**src/rtl/controller_state_machine_if.sv**
```systemverilog
// Bus between the CPU control unit, the instruction ROM and the datapath.
//   IMem_Q               ROM read data for address PC_Out (one-cycle synchronous read)
//   PC_Out, IR_Out       program counter and instruction register
//   OutState, NextState  current / next state codes (zero unless CTRL_STATE_DEBUG_EN)
//   D_Addr, D_Wr         data-memory address and write strobe
//   RF_s, RF_W_en        register-file write-data select (1 = memory) and write enable
//   RF_*_Addr            register-file A-read, B-read and write addresses
//   ALU_s0               ALU function: 000 pass, 001 add, 010 subtract
// master = control unit, slave = ROM/datapath side.
interface controller_state_machine_if;
   logic [15:0] IMem_Q;
   logic [6:0]  PC_Out;
   logic [15:0] IR_Out;
   logic [3:0]  OutState;
   logic [3:0]  NextState;
   logic [7:0]  D_Addr;
   logic        D_Wr;
   logic        RF_s;
   logic        RF_W_en;
   logic [3:0]  RF_Ra_Addr;
   logic [3:0]  RF_Rb_Addr;
   logic [3:0]  RF_W_Addr;
   logic [2:0]  ALU_s0;

   modport master (
      input  IMem_Q,
      output PC_Out, IR_Out, OutState, NextState, D_Addr, D_Wr, RF_s, RF_W_en,
             RF_Ra_Addr, RF_Rb_Addr, RF_W_Addr, ALU_s0
   );

   modport slave (
      output IMem_Q,
      input  PC_Out, IR_Out, OutState, NextState, D_Addr, D_Wr, RF_s, RF_W_en,
             RF_Ra_Addr, RF_Rb_Addr, RF_W_Addr, ALU_s0
   );
endinterface

```
**src/rtl/controller_state_machine.sv**
```systemverilog
// Control unit of the 16-bit CPU: program counter, instruction register and the
// fetch/decode/execute state machine driving register-file, ALU and data-memory controls.
// Ports:
//   Clk  system clock, rising edge
//   Rst  asynchronous active-low reset
//   bus  controller_state_machine_if.master (ROM data in, PC/IR/control outputs)
// Build option: define CTRL_STATE_DEBUG_EN to expose the state codes on OutState and
// NextState; otherwise both read as zero.
module controller_state_machine (
   input logic                        Clk,
   input logic                        Rst,
   controller_state_machine_if.master bus
);

   typedef enum logic [3:0] {
      StInit   = 4'd0,
      StFetch  = 4'd1,
      StDecode = 4'd2,
      StNoop   = 4'd3,
      StLoadA  = 4'd4,
      StLoadB  = 4'd5,
      StStore  = 4'd6,
      StAdd    = 4'd7,
      StSub    = 4'd8,
      StHalt   = 4'd9
   } state_e;

   state_e      state_q, state_d;
   logic [6:0]  pc_q;
   logic [15:0] ir_q;
   logic        pc_clr, pc_inc, ir_ld;
   logic [3:0]  opcode;

   logic [7:0]  d_addr;
   logic        d_wr, rf_s, rf_w_en;
   logic [3:0]  ra_addr, rb_addr, w_addr;
   logic [2:0]  alu_s0;

   assign opcode = ir_q[15:12];

   always_ff @(posedge Clk or negedge Rst) begin
      if (!Rst) begin
         state_q <= StInit;
      end else begin
         state_q <= state_d;
      end
   end

   // Clear wins over increment; 7-bit counter wraps naturally.
   always_ff @(posedge Clk or negedge Rst) begin
      if (!Rst) begin
         pc_q <= 7'd0;
      end else if (pc_clr) begin
         pc_q <= 7'd0;
      end else if (pc_inc) begin
         pc_q <= pc_q + 7'd1;
      end
   end

   always_ff @(posedge Clk or negedge Rst) begin
      if (!Rst) begin
         ir_q <= 16'd0;
      end else if (ir_ld) begin
         ir_q <= bus.IMem_Q;
      end
   end

   always_comb begin
      state_d = state_q;
      pc_clr  = 1'b0;
      pc_inc  = 1'b0;
      ir_ld   = 1'b0;
      d_addr  = 8'd0;
      d_wr    = 1'b0;
      rf_s    = 1'b0;
      rf_w_en = 1'b0;
      ra_addr = 4'd0;
      rb_addr = 4'd0;
      w_addr  = 4'd0;
      alu_s0  = 3'b000;

      unique case (state_q)
         StInit: begin
            pc_clr  = 1'b1;
            state_d = StFetch;
         end
         StFetch: begin
            ir_ld   = 1'b1;
            pc_inc  = 1'b1;
            state_d = StDecode;
         end
         StDecode: begin
            // Undefined opcodes 6..15 fall through to Noop.
            case (opcode)
               4'h1:    state_d = StStore;
               4'h2:    state_d = StLoadA;
               4'h3:    state_d = StAdd;
               4'h4:    state_d = StSub;
               4'h5:    state_d = StHalt;
               default: state_d = StNoop;
            endcase
         end
         StNoop: begin
            state_d = StFetch;
         end
         StLoadA: begin
            d_addr  = ir_q[11:4];
            rf_s    = 1'b1;
            w_addr  = ir_q[3:0];
            state_d = StLoadB;
         end
         StLoadB: begin
            d_addr  = ir_q[11:4];
            rf_s    = 1'b1;
            w_addr  = ir_q[3:0];
            rf_w_en = 1'b1;
            state_d = StFetch;
         end
         StStore: begin
            d_addr  = ir_q[11:4];
            ra_addr = ir_q[3:0];
            d_wr    = 1'b1;
            state_d = StFetch;
         end
         StAdd, StSub: begin
            ra_addr = ir_q[11:8];
            rb_addr = ir_q[7:4];
            w_addr  = ir_q[3:0];
            alu_s0  = (state_q == StAdd) ? 3'b001 : 3'b010;
            rf_w_en = 1'b1;
            state_d = StFetch;
         end
         StHalt: begin
            state_d = StHalt;
         end
         default: begin
            state_d = StInit;
         end
      endcase
   end

   assign bus.PC_Out     = pc_q;
   assign bus.IR_Out     = ir_q;
   assign bus.D_Addr     = d_addr;
   assign bus.D_Wr       = d_wr;
   assign bus.RF_s       = rf_s;
   assign bus.RF_W_en    = rf_w_en;
   assign bus.RF_Ra_Addr = ra_addr;
   assign bus.RF_Rb_Addr = rb_addr;
   assign bus.RF_W_Addr  = w_addr;
   assign bus.ALU_s0     = alu_s0;

`ifdef CTRL_STATE_DEBUG_EN
   assign bus.OutState  = state_q;
   assign bus.NextState = state_d;
`else
   assign bus.OutState  = 4'd0;
   assign bus.NextState = 4'd0;
`endif

endmodule

```
**src/flat_wrapper.sv**
```systemverilog
// flat-port wrapper written by rule: the top's interface ports become plain ports
module controller_state_machine_flat 
  (Clk, Rst, bus_IMem_Q, bus_PC_Out, bus_IR_Out, bus_OutState, bus_NextState, bus_D_Addr, bus_D_Wr, bus_RF_s, bus_RF_W_en, bus_RF_Ra_Addr, bus_RF_Rb_Addr, bus_RF_W_Addr, bus_ALU_s0);
  controller_state_machine_if bus_i ();
  input logic Clk;
  input logic Rst;
  input wire logic [$bits(bus_i.IMem_Q)-1:0] bus_IMem_Q;
  output wire logic [$bits(bus_i.PC_Out)-1:0] bus_PC_Out;
  output wire logic [$bits(bus_i.IR_Out)-1:0] bus_IR_Out;
  output wire logic [$bits(bus_i.OutState)-1:0] bus_OutState;
  output wire logic [$bits(bus_i.NextState)-1:0] bus_NextState;
  output wire logic [$bits(bus_i.D_Addr)-1:0] bus_D_Addr;
  output wire logic [$bits(bus_i.D_Wr)-1:0] bus_D_Wr;
  output wire logic [$bits(bus_i.RF_s)-1:0] bus_RF_s;
  output wire logic [$bits(bus_i.RF_W_en)-1:0] bus_RF_W_en;
  output wire logic [$bits(bus_i.RF_Ra_Addr)-1:0] bus_RF_Ra_Addr;
  output wire logic [$bits(bus_i.RF_Rb_Addr)-1:0] bus_RF_Rb_Addr;
  output wire logic [$bits(bus_i.RF_W_Addr)-1:0] bus_RF_W_Addr;
  output wire logic [$bits(bus_i.ALU_s0)-1:0] bus_ALU_s0;
  assign bus_i.IMem_Q = bus_IMem_Q;
  assign bus_PC_Out = bus_i.PC_Out;
  assign bus_IR_Out = bus_i.IR_Out;
  assign bus_OutState = bus_i.OutState;
  assign bus_NextState = bus_i.NextState;
  assign bus_D_Addr = bus_i.D_Addr;
  assign bus_D_Wr = bus_i.D_Wr;
  assign bus_RF_s = bus_i.RF_s;
  assign bus_RF_W_en = bus_i.RF_W_en;
  assign bus_RF_Ra_Addr = bus_i.RF_Ra_Addr;
  assign bus_RF_Rb_Addr = bus_i.RF_Rb_Addr;
  assign bus_RF_W_Addr = bus_i.RF_W_Addr;
  assign bus_ALU_s0 = bus_i.ALU_s0;
  controller_state_machine u_core (.Clk(Clk), .Rst(Rst), .bus(bus_i));
endmodule
```
**config.mk**
```make
export PLATFORM = sky130hd
export DESIGN_NAME = controller_state_machine_flat
export DESIGN_NICKNAME = d
export VERILOG_FILES = /design/src/rtl/controller_state_machine_if.sv /design/src/rtl/controller_state_machine.sv /design/src/flat_wrapper.sv
export SDC_FILE = /design/constraint.sdc
export NUM_CORES = 1
export LEC_CHECK = 0
export ABC_AREA = 0
export CAP_MARGIN = 20
export CORE_MARGIN = 5
export CORE_UTILIZATION = 30
export CTS_CLUSTER_DIAMETER = 40
export CTS_CLUSTER_SIZE = 24
export DETAILED_ROUTE_END_ITERATION = 10
export GPL_ROUTABILITY_DRIVEN = 0
export PLACE_DENSITY = 0.7
export SKIP_LAST_GASP = 1
export SYNTH_ARGS = -nofsm -noshare
export SYNTH_HDL_FRONTEND = slang
export SYNTH_SLANG_ARGS = --single-unit
```
**constraint.sdc**
```tcl
create_clock -name Clk -period 2.2 [get_ports Clk]
set_clock_uncertainty 0.2 [all_clocks]
set_input_delay 0.66 -clock Clk [delete_from_list [all_inputs] [get_ports Clk]]
set_output_delay 0.66 -clock Clk [all_outputs]
set_load 0.01 [all_outputs]
```
# == Word-level counts from Yosys, hierarchy flattened ==
# Index checks and enable logic that the tools add are counted.
# word_totals
regBits,27
out_inout_bits,57
# op_classes
n_addsub,1
n_reduce_logical,8
eq_ne,14
n_mux,15
# op_table
operator,n
4-bit one-hot mux with 5 select lines,2
"4-bit by 3-bit == test with 1-bit output, second input constant",6
"4-bit by 2-bit == test with 1-bit output, second input constant",4
7-bit 2-to-1 mux,2
"4-bit by 1-bit == test with 1-bit output, second input constant",2
"4-bit == test, second input constant",2
4-bit 2-to-1 mux,2
8-bit 2-to-1 mux,1
4-bit one-hot mux with 2 select lines,1
"7-bit by 1-bit adder with 7-bit output, second input constant",1
3-bit OR reduction,2
6-bit OR reduction,1
1-bit 2-to-1 mux,5
4-bit logical NOT,1
2-bit OR reduction,2
4-bit OR reduction,1
3-bit 2-to-1 mux,1
2-bit 2-to-1 mux,1
2-bit nonzero test,1

# == Logic depth before layout (Yosys ltp) ==
# Gate-level depths: netlist of the first run.
# depth
word_depth,4
mapped_depth,5

# == Worst setup path after synthesis of the first run ==
# OpenSTA, ideal clock, no wires.
# synth_path
kind,register -> output
start,reg u_core.state_q[0]
end,out bus_RF_Ra_Addr[0]
arrival_ps,1375
path_slack_ps,-35
n_path_buf,1
stages_incl_launch_ff,5
path_cell_list,dfrtp_1 -> buf_4 -> or4b_1 -> o21ai_2 -> a22o_1
# synth_via
elab_chain_len,3
word_cells_on_any_way,5
classes_between,eq/ne: 3; mux: 1; reduce/logical: 1
# synth_lines
element,line,source
from (decl),controller_state_machine.sv:28,"state_e state_q, state_d;"
from (signal assigned),controller_state_machine.sv:43,state_q <= StInit;
from (signal assigned),controller_state_machine.sv:45,state_q <= state_d;
4-bit == test or 4-bit by 3-bit == test with 1-bit output (tied branches),controller_state_machine.sv:82,unique case (state_q)
2-bit OR reduction,n/a,
4-bit one-hot mux with 2 select lines (*),controller_state_machine.sv:82,
to (decl),flat_wrapper.sv:16,output wire logic [$bits(bus_i.RF_Ra_Addr)-1:0] bus_RF_Ra_Addr;
# Mark *: on every way between the ends. The rest lies on a longest branch, timed or not.

# == Worst setup path after layout of the first run ==
# layout_path
start,reg u_core.state_q[0]
end,out bus_RF_Ra_Addr[2]
# Same word-level chain as after synthesis.

==> results of run 1 <==
==> logic make-up (layout without fill, tap and decap cells) <==
family / after synthesis / count (layout)
and+or+nand+nor: 51 / 51
other: 1 / 9
xor gates and xnor gates: 1 / 1
adders and majority gates: 1 / 1
AOI/OAI and AO/OA: 29 / 29
buffers and inverters: 18 / 97
muxes: 16 / 16
DFF: 27 / 27
==> layer usage <==
layer | share of wire (%) | up-vias
met5 | 0 | -
met1 | 40 | 680
li1 | - | 682
met2 | 53 | 35
met4 | 1.4 | 0
met3 | 5.5 | 4
==> cell type report <==
class,instances,share of cell area (%)
Clock buffer,4,1.81
Timing Repair Buffer,91,32.2
Tap cell,70,3.51
Inverter,2,0.301
Sequential cell,27,27.3
Multi-Input combinational cell,107,34.8
==> worst max-delay path, stage by stage (launching register included) <==
cell and delay [ns]:
dfrtp_1 0.39, or4b_4 0.56, o21ai_4 0.11, buf_6 0.15, a22o_1 0.11, buf_2 0.12
==> worst max-delay path by stage <==
stage	slack (ns)	end	cells after the start	start
4_1_cts	-0.38	bus_RF_Ra_Addr[2]	5	u_core.state_q[0]
6_report	-0.38	bus_RF_Ra_Addr[2]	5	u_core.state_q[0]
5_1_grt	-0.45	bus_RF_Ra_Addr[2]	5	u_core.state_q[1]
3_3_place_gp	-0.44	bus_RF_Rb_Addr[0]	4	u_core.state_q[0]
3_5_place_dp	-0.48	bus_RF_Rb_Addr[1]	4	u_core.state_q[0]
2_1_floorplan	-0.01	bus_RF_W_Addr[0]	4	u_core.state_q[2]
==> repair_timing <==
item | in CTS | in global routing
resized for setup | 97 | 38
endpoints found under the setup margin | 25 | 30
pin swaps | 11 | 3
setup buffers | 7 | 4
gates cloned | 0 | 0
==> sequential cells by signal, summed over array words and instances (netlist names) <==
signal             cells
u_core.bus.IR_Out     16
u_core.bus.PC_Out      7
u_core.state_q         4
==> where the power goes <==
part / internal, mW / leakage (nW) / total [mW] / switching, mW
Clock: 0.130 / 0.0228 / 0.289 / 0.159
Combinational: 1.11 / 0.803 / 1.86 / 0.753
Sequential: 0.733 / 0.323 / 0.983 / 0.250
Total: 1.97 / 1.15 / 3.13 / 1.16
==> layout by cell type (no fill, tap or decap), types with 3 or more instances in the layout <==
| cell | instances |
|---|---|
| conb_1 | 9 |
| buf_4 | 19 |
| clkdlybuf4s50_1 | 40 |
| buf_6 | 14 |
| and2_4 | 6 |
| o21ai_0 | 5 |
| mux2_2 | 8 |
| clkbuf_8 | 3 |
| nand2b_1 | 4 |
| buf_2 | 15 |
| and2_1 | 6 |
| dfrtp_2 | 5 |
| dfrtp_1 | 22 |
| a21boi_1 | 4 |
| mux2_4 | 8 |
| and3_1 | 5 |
| nand2_1 | 7 |
| a22o_1 | 6 |
==> metrics by stage <==
step / setup slack, ns / instance area, um^2
floorplan: -0.0104 / 1600
global placement: -0.444 / 2350
detailed placement: -0.483 / 2350
CTS: -0.380 / 2440
global route: -0.450 / 2490
finish: -0.377 / 2490
==> results.txt, run 1 <==
Post-Synthesis Cells: 144
# setup viols final: 23
Post-Synth XOR/XNOR Area: 0.558%
Syn-to-layout area delta: 58.9%
Bufs on Longest Clock Path: 2
routed vias: 1,401
Clk Latency, worst-skew pair: 0.27 ns
Post-Place Cells: 287
TritonCTS clock tree: yes
Post-synth ARST share: 100%
adder-cell share of the synthesized area: 0.797%
register area: 682 um^2
Worst-path clk slew: 0.09 ns
Worst Path Arrival: 1.72 ns
worst reg2reg path startpoint: u_core.state_q[2]
CTS Buf Count: 3
most frequent cell after synthesis: dfrtp_1
drt initial violations: 62
met2 Usage GRT: 20.9%
Total Neg Setup Slack: -6.47 ns
IO Port Bufs: 65
initial core utilization: 30.7%
vias per std cell: 4.65
Hold Crit Endpoint: u_core.bus.PC_Out[0]
leakage power: 1.15 nW
largest net degree at the start of global routing: 28
FF-to-FF setup slack: 0.30 ns
drc violations: 0
initial antenna violation count: 0
status: complete, but fails checks
proportion of synthesized area in mux cells: 13.4%
Max Freq: 388 MHz
synth cell count leaders: dfrtp_1 (27), and2_1 (12), buf_4 (11)
failing checks: setup timing
Final period util: 117%
IO Count: 75
Total GRT Usage: 12.6%
Die Width: 82.3 um
post-route ant nets: 0
total wire length: 4280 um
Fillers: 504
minimum clock period after layout: 2.58 ns
Hold Crit Class: flop to flop
Overflow after GRT: 0
hold-fix buffers at CTS: 0
multi-input logic area: 868 um^2
DPL Wire Length: 3110 um
Seq/Total Area, Yosys: 43.0%
synthesized area: 1570 um^2
RSZ-0062 raised after global routing: yes
core area: 5110 um^2
met3 Use GR: 2.60%
chip height: 82.3 um
Yosys top cell by area: dfrtp_1
Final Hold Vio Count: 0
R2R cell count: 4
most used flip-flop cell after synthesis: dfrtp_1
synth top area cells: dfrtp_1 (43%), mux2_4 (7.6%), mux2_2 (5.7%)
Peak VDD IR: 0.586 mV
fin util: 48.8%
crit end category: primary output
compound-gate portion of the synthesized area: 13.5%
worst setup path class: flop to primary output
min-delay src: u_core.bus.PC_Out[0]
Hold WS: 0.338 ns
Slew Limit Fails: 0
DRT Pass-1 Iters: 4
CTS Sinks: 27
row count: 26
share of layout cells above drive strength 1: 40.3%
gr busiest metal: met2
Final Instance Count excl. Fillers: 301
number of enable flip-flop cells after synthesis: 0
Distinct cells, synth: 41
top cell type's share of synthesized area: 43.0%
mean post-synth cell area: 10.9 um^2
post-synthesis register bit count: 27
hold depth: 1
CTS root buf: clkbuf_8
required time worst endpoint: 1.34 ns
vias in the first global route: 1,346
max_cap viols: 0
H-tree levels: 1
n_diodes: 0
die area: 6780 um^2
Crit Reg-Reg Endpoint: u_core.bus.PC_Out[5]
routed len/inst: 14.2 um
GRT met1 Usage: 15.5%
Synth Area in Simple Gates: 21.0%
Nets: 251
crit path launch type: flop
P per Cell Area: 1250 nW/um^2
CP Max Fanout: 5
largest family of logic cells by synthesized area: simple AND/OR/NAND/NOR gates
Ys Warns: 0
first-pass GRT wire length: 6580 um
total power: 3.13 mW
final worst slack: -0.377 ns
Note: power is estimated with default switching activity, not from simulation.
==> run 2, diff against run 1 <==
- PLACE_DENSITY: 0.7 -> 0.69
==> run 2 against run 1 <==
The run still ends with setup timing left. Via count grew 1.7%. Sequential power up 0.7%. Non-clock buffer count up 5. Global-route usage is 0.45 points higher. Register-to-register slack better by 0.03 ns. Largest cell class unchanged. Clock-buffer cell count shrank 1. Die area did not move. Combinational power up 5%. Clock power about the same. First-iteration DRC count decreased by 21%.
==> results.txt, run 2 (synthesized netlist as in run 1, its figures left out) <==
status: complete, but fails checks
failing checks: setup timing
Crit Reg-Reg Endpoint: u_core.bus.PC_Out[5]
Slew Limit Fails: 0
row count: 26
Max Freq: 380 MHz
Die Width: 82.3 um
Worst Path Arrival: 1.77 ns
Final period util: 119%
most common cell after layout, fill and taps aside: clkdlybuf4s50_1
CTS root buf: clkbuf_8
required time worst endpoint: 1.34 ns
n_diodes: 0
Total GRT Usage: 13.1%
vias in the first global route: 1,429
worst setup path class: flop to primary output
routed vias: 1,425
Bufs on Longest Clock Path: 2
initial antenna violation count: 0
share of layout cells above drive strength 1: 43.2%
DPL Wire Length: 3160 um
drt initial violations: 49
H-tree levels: 1
Overflow after GRT: 0
Nets: 256
minimum clock period after layout: 2.63 ns
FF-to-FF setup slack: 0.33 ns
RSZ-0062 raised after global routing: yes
CP Max Fanout: 4
max_cap viols: 0
post-route ant nets: 0
IO Count: 75
Final Hold Vio Count: 0
initial core utilization: 30.7%
largest net degree at the start of global routing: 28
first-pass GRT wire length: 6820 um
DRT Pass-1 Iters: 4
worst reg2reg path startpoint: u_core.state_q[2]
Hold Crit Class: flop to flop
fin util: 50.1%
Hold Crit Endpoint: u_core.bus.PC_Out[0]
most frequent cells in the layout: clkdlybuf4s50_1 (40), dfrtp_1 (22), buf_4 (21), buf_6 (19), buf_2 (16)
vias per std cell: 4.66
Post-Place Cells: 289
leakage power: 1.17 nW
drc violations: 0
IO Port Bufs: 65
final worst slack: -0.429 ns
Final Instance Count excl. Fillers: 306
hold-fix buffers at CTS: 0
min-delay src: u_core.bus.PC_Out[0]
P per Cell Area: 1260 nW/um^2
Syn-to-layout area delta: 62.9%
# setup viols final: 23
crit end category: primary output
max FFs per register: 16
Peak VDD IR: 0.627 mV
Worst-path clk slew: 0.10 ns
die area: 6780 um^2
total wire length: 4460 um
CTS Buf Count: 3
R2R cell count: 4
TritonCTS clock tree: yes
CTS Sinks: 27
chip height: 82.3 um
Clk Latency, worst-skew pair: 0.28 ns
crit path launch type: flop
core area: 5110 um^2
worst slack, placed: -0.508 ns
routed len/inst: 14.6 um
Fillers: 486
hold depth: 1
==> run 2: cell count changes in the layout (fill, tap and decap cells not counted), sizes merged <==
cell | previous run | this run
clkinvlp | 0 | 1
buf | 49 | 56
clkbuf | 5 | 3
dlygate4sd2 | 1 | 0
==> run 2: worst max path at each step <==
stage | from | end | slack (ns) | cells after the start
floorplan | u_core.state_q[2] | bus_RF_W_Addr[0] | -0.01 | 4
global placement | u_core.state_q[0] | bus_RF_Rb_Addr[0] | -0.46 | 4
detailed placement | u_core.state_q[0] | bus_RF_Rb_Addr[2] | -0.51 | 4
CTS | u_core.state_q[2] | bus_RF_Ra_Addr[3] | -0.43 | 5
global route | u_core.state_q[2] | bus_RF_Ra_Addr[3] | -0.49 | 5
finish | u_core.state_q[2] | bus_RF_Ra_Addr[3] | -0.43 | 5
==> run 2: where the power goes <==
| group | switching [mW] | total [mW] | internal, mW | leakage, nW |
|---|---|---|---|---|
| Sequential | 0.256 | 0.990 | 0.734 | 0.324 |
| Combinational | 0.783 | 1.95 | 1.17 | 0.827 |
| Clock | 0.163 | 0.292 | 0.129 | 0.0217 |
| Total | 1.20 | 3.23 | 2.03 | 1.17 |
==> run 2: stage by stage <==
step	instance area, um^2	hold WS [ns]	power (mW)	setup TNS (ns)
4_1_cts	2440	0.354	3.12	-7.94
3_3_place_gp	2370	0.318	2.72	-8.18
2_1_floorplan	1600	0.164	1.94	-0.0417
6_report	2560	0.341	3.23	-7.98
5_1_grt	2560	0.388	3.49	-9.83
3_5_place_dp	2370	0.337	2.76	-8.55
==> run 2: what timing repair did <==
item	in CTS	in global routing
pin swaps	12	4
setup endpoints to repair	26	29
gates resized for setup	113	31
setup buffers	9	4
hold endpoints to repair	0	0
cloned	0	0
==> run 2: metal layers <==
layer	vias to the layer above	GRT usage, %	routed length (um)
li1	683	-	-
met1	687	15.8	1760
met2	47	21.7	2340
met3	8	2.71	233
met4	0	7.14	131
met5	-	0	0
==> run 2: final cells by class <==
class | instances | area, um^2 | area share, %
sequential | 27 | 682 | 26.7
tap | 70 | 87.6 | 3.42
timing repair buffer | 96 | 852 | 33.3
multi-input combinational | 107 | 880 | 34.4
clock buffer | 3 | 41.3 | 1.61
inverter | 2 | 7.51 | 0.294
clock inverter | 1 | 7.51 | 0.294
==> run 2: critical path, stage by stage, from the launching register on <==
cell and delay (ns):
dfrtp_1 0.41, or4b_4 0.57, o21ai_4 0.11, buf_6 0.15
a22o_1 0.12, buf_2 0.13
==> run 3, diff against run 2 <==
- clock period: 2.2 -> 2.68 ns (I/O delays scaled with it)
==> run 3 against run 2 <==
The run still ends with setup timing left. Via count down 2.7%. Final cell count decreased by 2.6%. Register-to-register slack improved by 0.42 ns. Power down 23%. Core utilization is 2.2 points lower. Clock-buffer cell count is the same. Sequential share of layout area up 0.96 points. Critical path type unchanged.
==> results.txt, run 3 (synthesized netlist as in run 1, its figures left out) <==
P per Cell Area: 1020 nW/um^2
# setup viols final: 14
post-route ant nets: 0
P_int: 1.56 mW
total power: 2.50 mW
Syn-to-layout area delta: 55.8%
CTS Buf Count: 3
die area: 6780 um^2
initial antenna violation count: 0
routed vias: 1,386
Worst Path Arrival: 1.81 ns
register share of total power: 32.5%
initial core utilization: 30.7%
hold depth: 1
n_diodes: 0
Largest delay share family, worst path: simple AND/OR/NAND/NOR gates
vias in the first global route: 1,375
CTS Sinks: 27
worst slack, placed: -0.189 ns
crit end category: primary output
Fillers: 495
failing checks: setup timing
vias per std cell: 4.65
IO Count: 75
worst setup path class: flop to primary output
routed len/inst: 13.9 um
Hold Crit Class: flop to flop
Max Freq: 355 MHz
max FFs per register: 16
Final Hold Vio Count: 0
first-pass GRT wire length: 6530 um
Worst-path clk slew: 0.10 ns
multi-input logic area: 836 um^2
Final Instance Count excl. Fillers: 298
Nets: 248
drc violations: 0
DRT Pass-1 Iters: 4
total wire length: 4160 um
Die Width: 82.3 um
Overflow after GRT: 0
Clock power frac: 9.8%
Bufs on Longest Clock Path: 2
Logic pwr share: 57.7%
core area: 5110 um^2
R2R cell count: 5
drt initial violations: 40
Levels on crit path: 6
leakage power: 1.15 nW
H-tree levels: 1
most frequent cells in the layout: clkdlybuf4s50_1 (40), dfrtp_1 (27), buf_4 (17), dlygate4sd2_1 (11), buf_2 (10)
Post-Place Cells: 286
switching share of power: 37.6%
most common cell after layout, fill and taps aside: clkdlybuf4s50_1
register area: 676 um^2
row count: 26
Peak VDD IR: 0.585 mV
Slowest-stage cell, CP: or4b_4
CP Buf/Inv Count: 3
share of layout cells above drive strength 1: 29.4%
Total GRT Usage: 12.5%
slowest cell delay on critical path: 0.57 ns
status: complete, but fails checks
crit path launch type: flop
CTS root buf: clkbuf_8
largest net degree at the start of global routing: 28
IO Port Bufs: 65
max_cap viols: 0
RSZ-0062 raised after global routing: yes
required time worst endpoint: 1.68 ns
critical path, cell by cell: or4b_4, o21ai_4, buf_12, buf_6, a22o_1, buf_2
CP Max Fanout: 4
minimum clock period after layout: 2.82 ns
Sw Pwr: 0.940 mW
final worst slack: -0.137 ns
DPL Wire Length: 3130 um
Clk Latency, worst-skew pair: 0.28 ns
chip height: 82.3 um
Final period util: 105%
Slew Limit Fails: 0
hold-fix buffers at CTS: 0
TritonCTS clock tree: yes
-- run 3: changes by cell type in the layout (fill, tap and decap cells not counted), sizes merged --
cell         before  now
inv               2    3
dlygate4sd2       0   11
buf              56   36
clkinvlp          1    0
clkbuf            3    4
-- run 3: power groups by stage --
stage,clock network (mW),registers [mW],logic (mW)
after floorplan,0,0.846,0.745
after global placement,0,0.808,1.40
after detailed placement,0,0.815,1.42
after CTS,0.259,0.814,1.44
after global routing,0.269,0.857,1.56
final,0.246,0.813,1.44
-- run 3: final timing paths --
kind,startpoint,end,slack (ns)
worst max-delay path,u_core.state_q[0],bus_RF_Ra_Addr[0],-0.14
worst min-delay path,u_core.bus.PC_Out[0],u_core.bus.PC_Out[0],0.35
worst max register to register,u_core.state_q[2],u_core.bus.IR_Out[15],0.75
worst min register to register,u_core.bus.PC_Out[0],u_core.bus.PC_Out[0],0.35
max in group asynchronous,Rst,u_core.bus.PC_Out[4],1.33
min in group asynchronous,Rst,u_core.bus.PC_Out[1],0.70
-- run 3: layer usage --
layer / routed length, um / vias to the layer above / GRT usage [%]
li1: - / 672 / -
met1: 1700 / 658 / 14.7
met2: 2060 / 48 / 21.9
met3: 346 / 8 / 4.56
met4: 51 / 0 / 1.99
met5: 0 / - / 0
-- run 3: layout make-up --
cell class | count | share of cell area [%]
clock buffer | 3 | 1.69
clock inverter | 1 | 0.358
inverter | 2 | 0.307
multi-input combinational | 107 | 34.2
sequential | 27 | 27.6
tap | 70 | 3.58
timing repair buffer | 88 | 32.3
-- run 3: worst register-to-register path, cell delays in order, from the launching register on --
cell and delay [ns]:
dfrtp_1 0.42, buf_6 0.14, buf_4 0.16, nor4b_4 0.25, buf_4 0.29, mux2_2 0.37
-- run 3: metrics by stage --
stage	TNS, ns	hold WS (ns)	utilization, %	instance area [um^2]
after global routing	-2.12	0.388	47.9	2450
after floorplan	0	0.308	-	1600
after CTS	-0.949	0.343	47.3	2410
final	-0.940	0.348	47.9	2450
after global placement	-2.03	0.316	45.8	2340
after detailed placement	-2.46	0.325	45.8	2340
-- run 3: what timing repair did --
action / CTS / global route
resized for setup: 76 / 7
pin swaps: 7 / 1
setup endpoints to repair: 25 / 19
setup buffers: 6 / 2
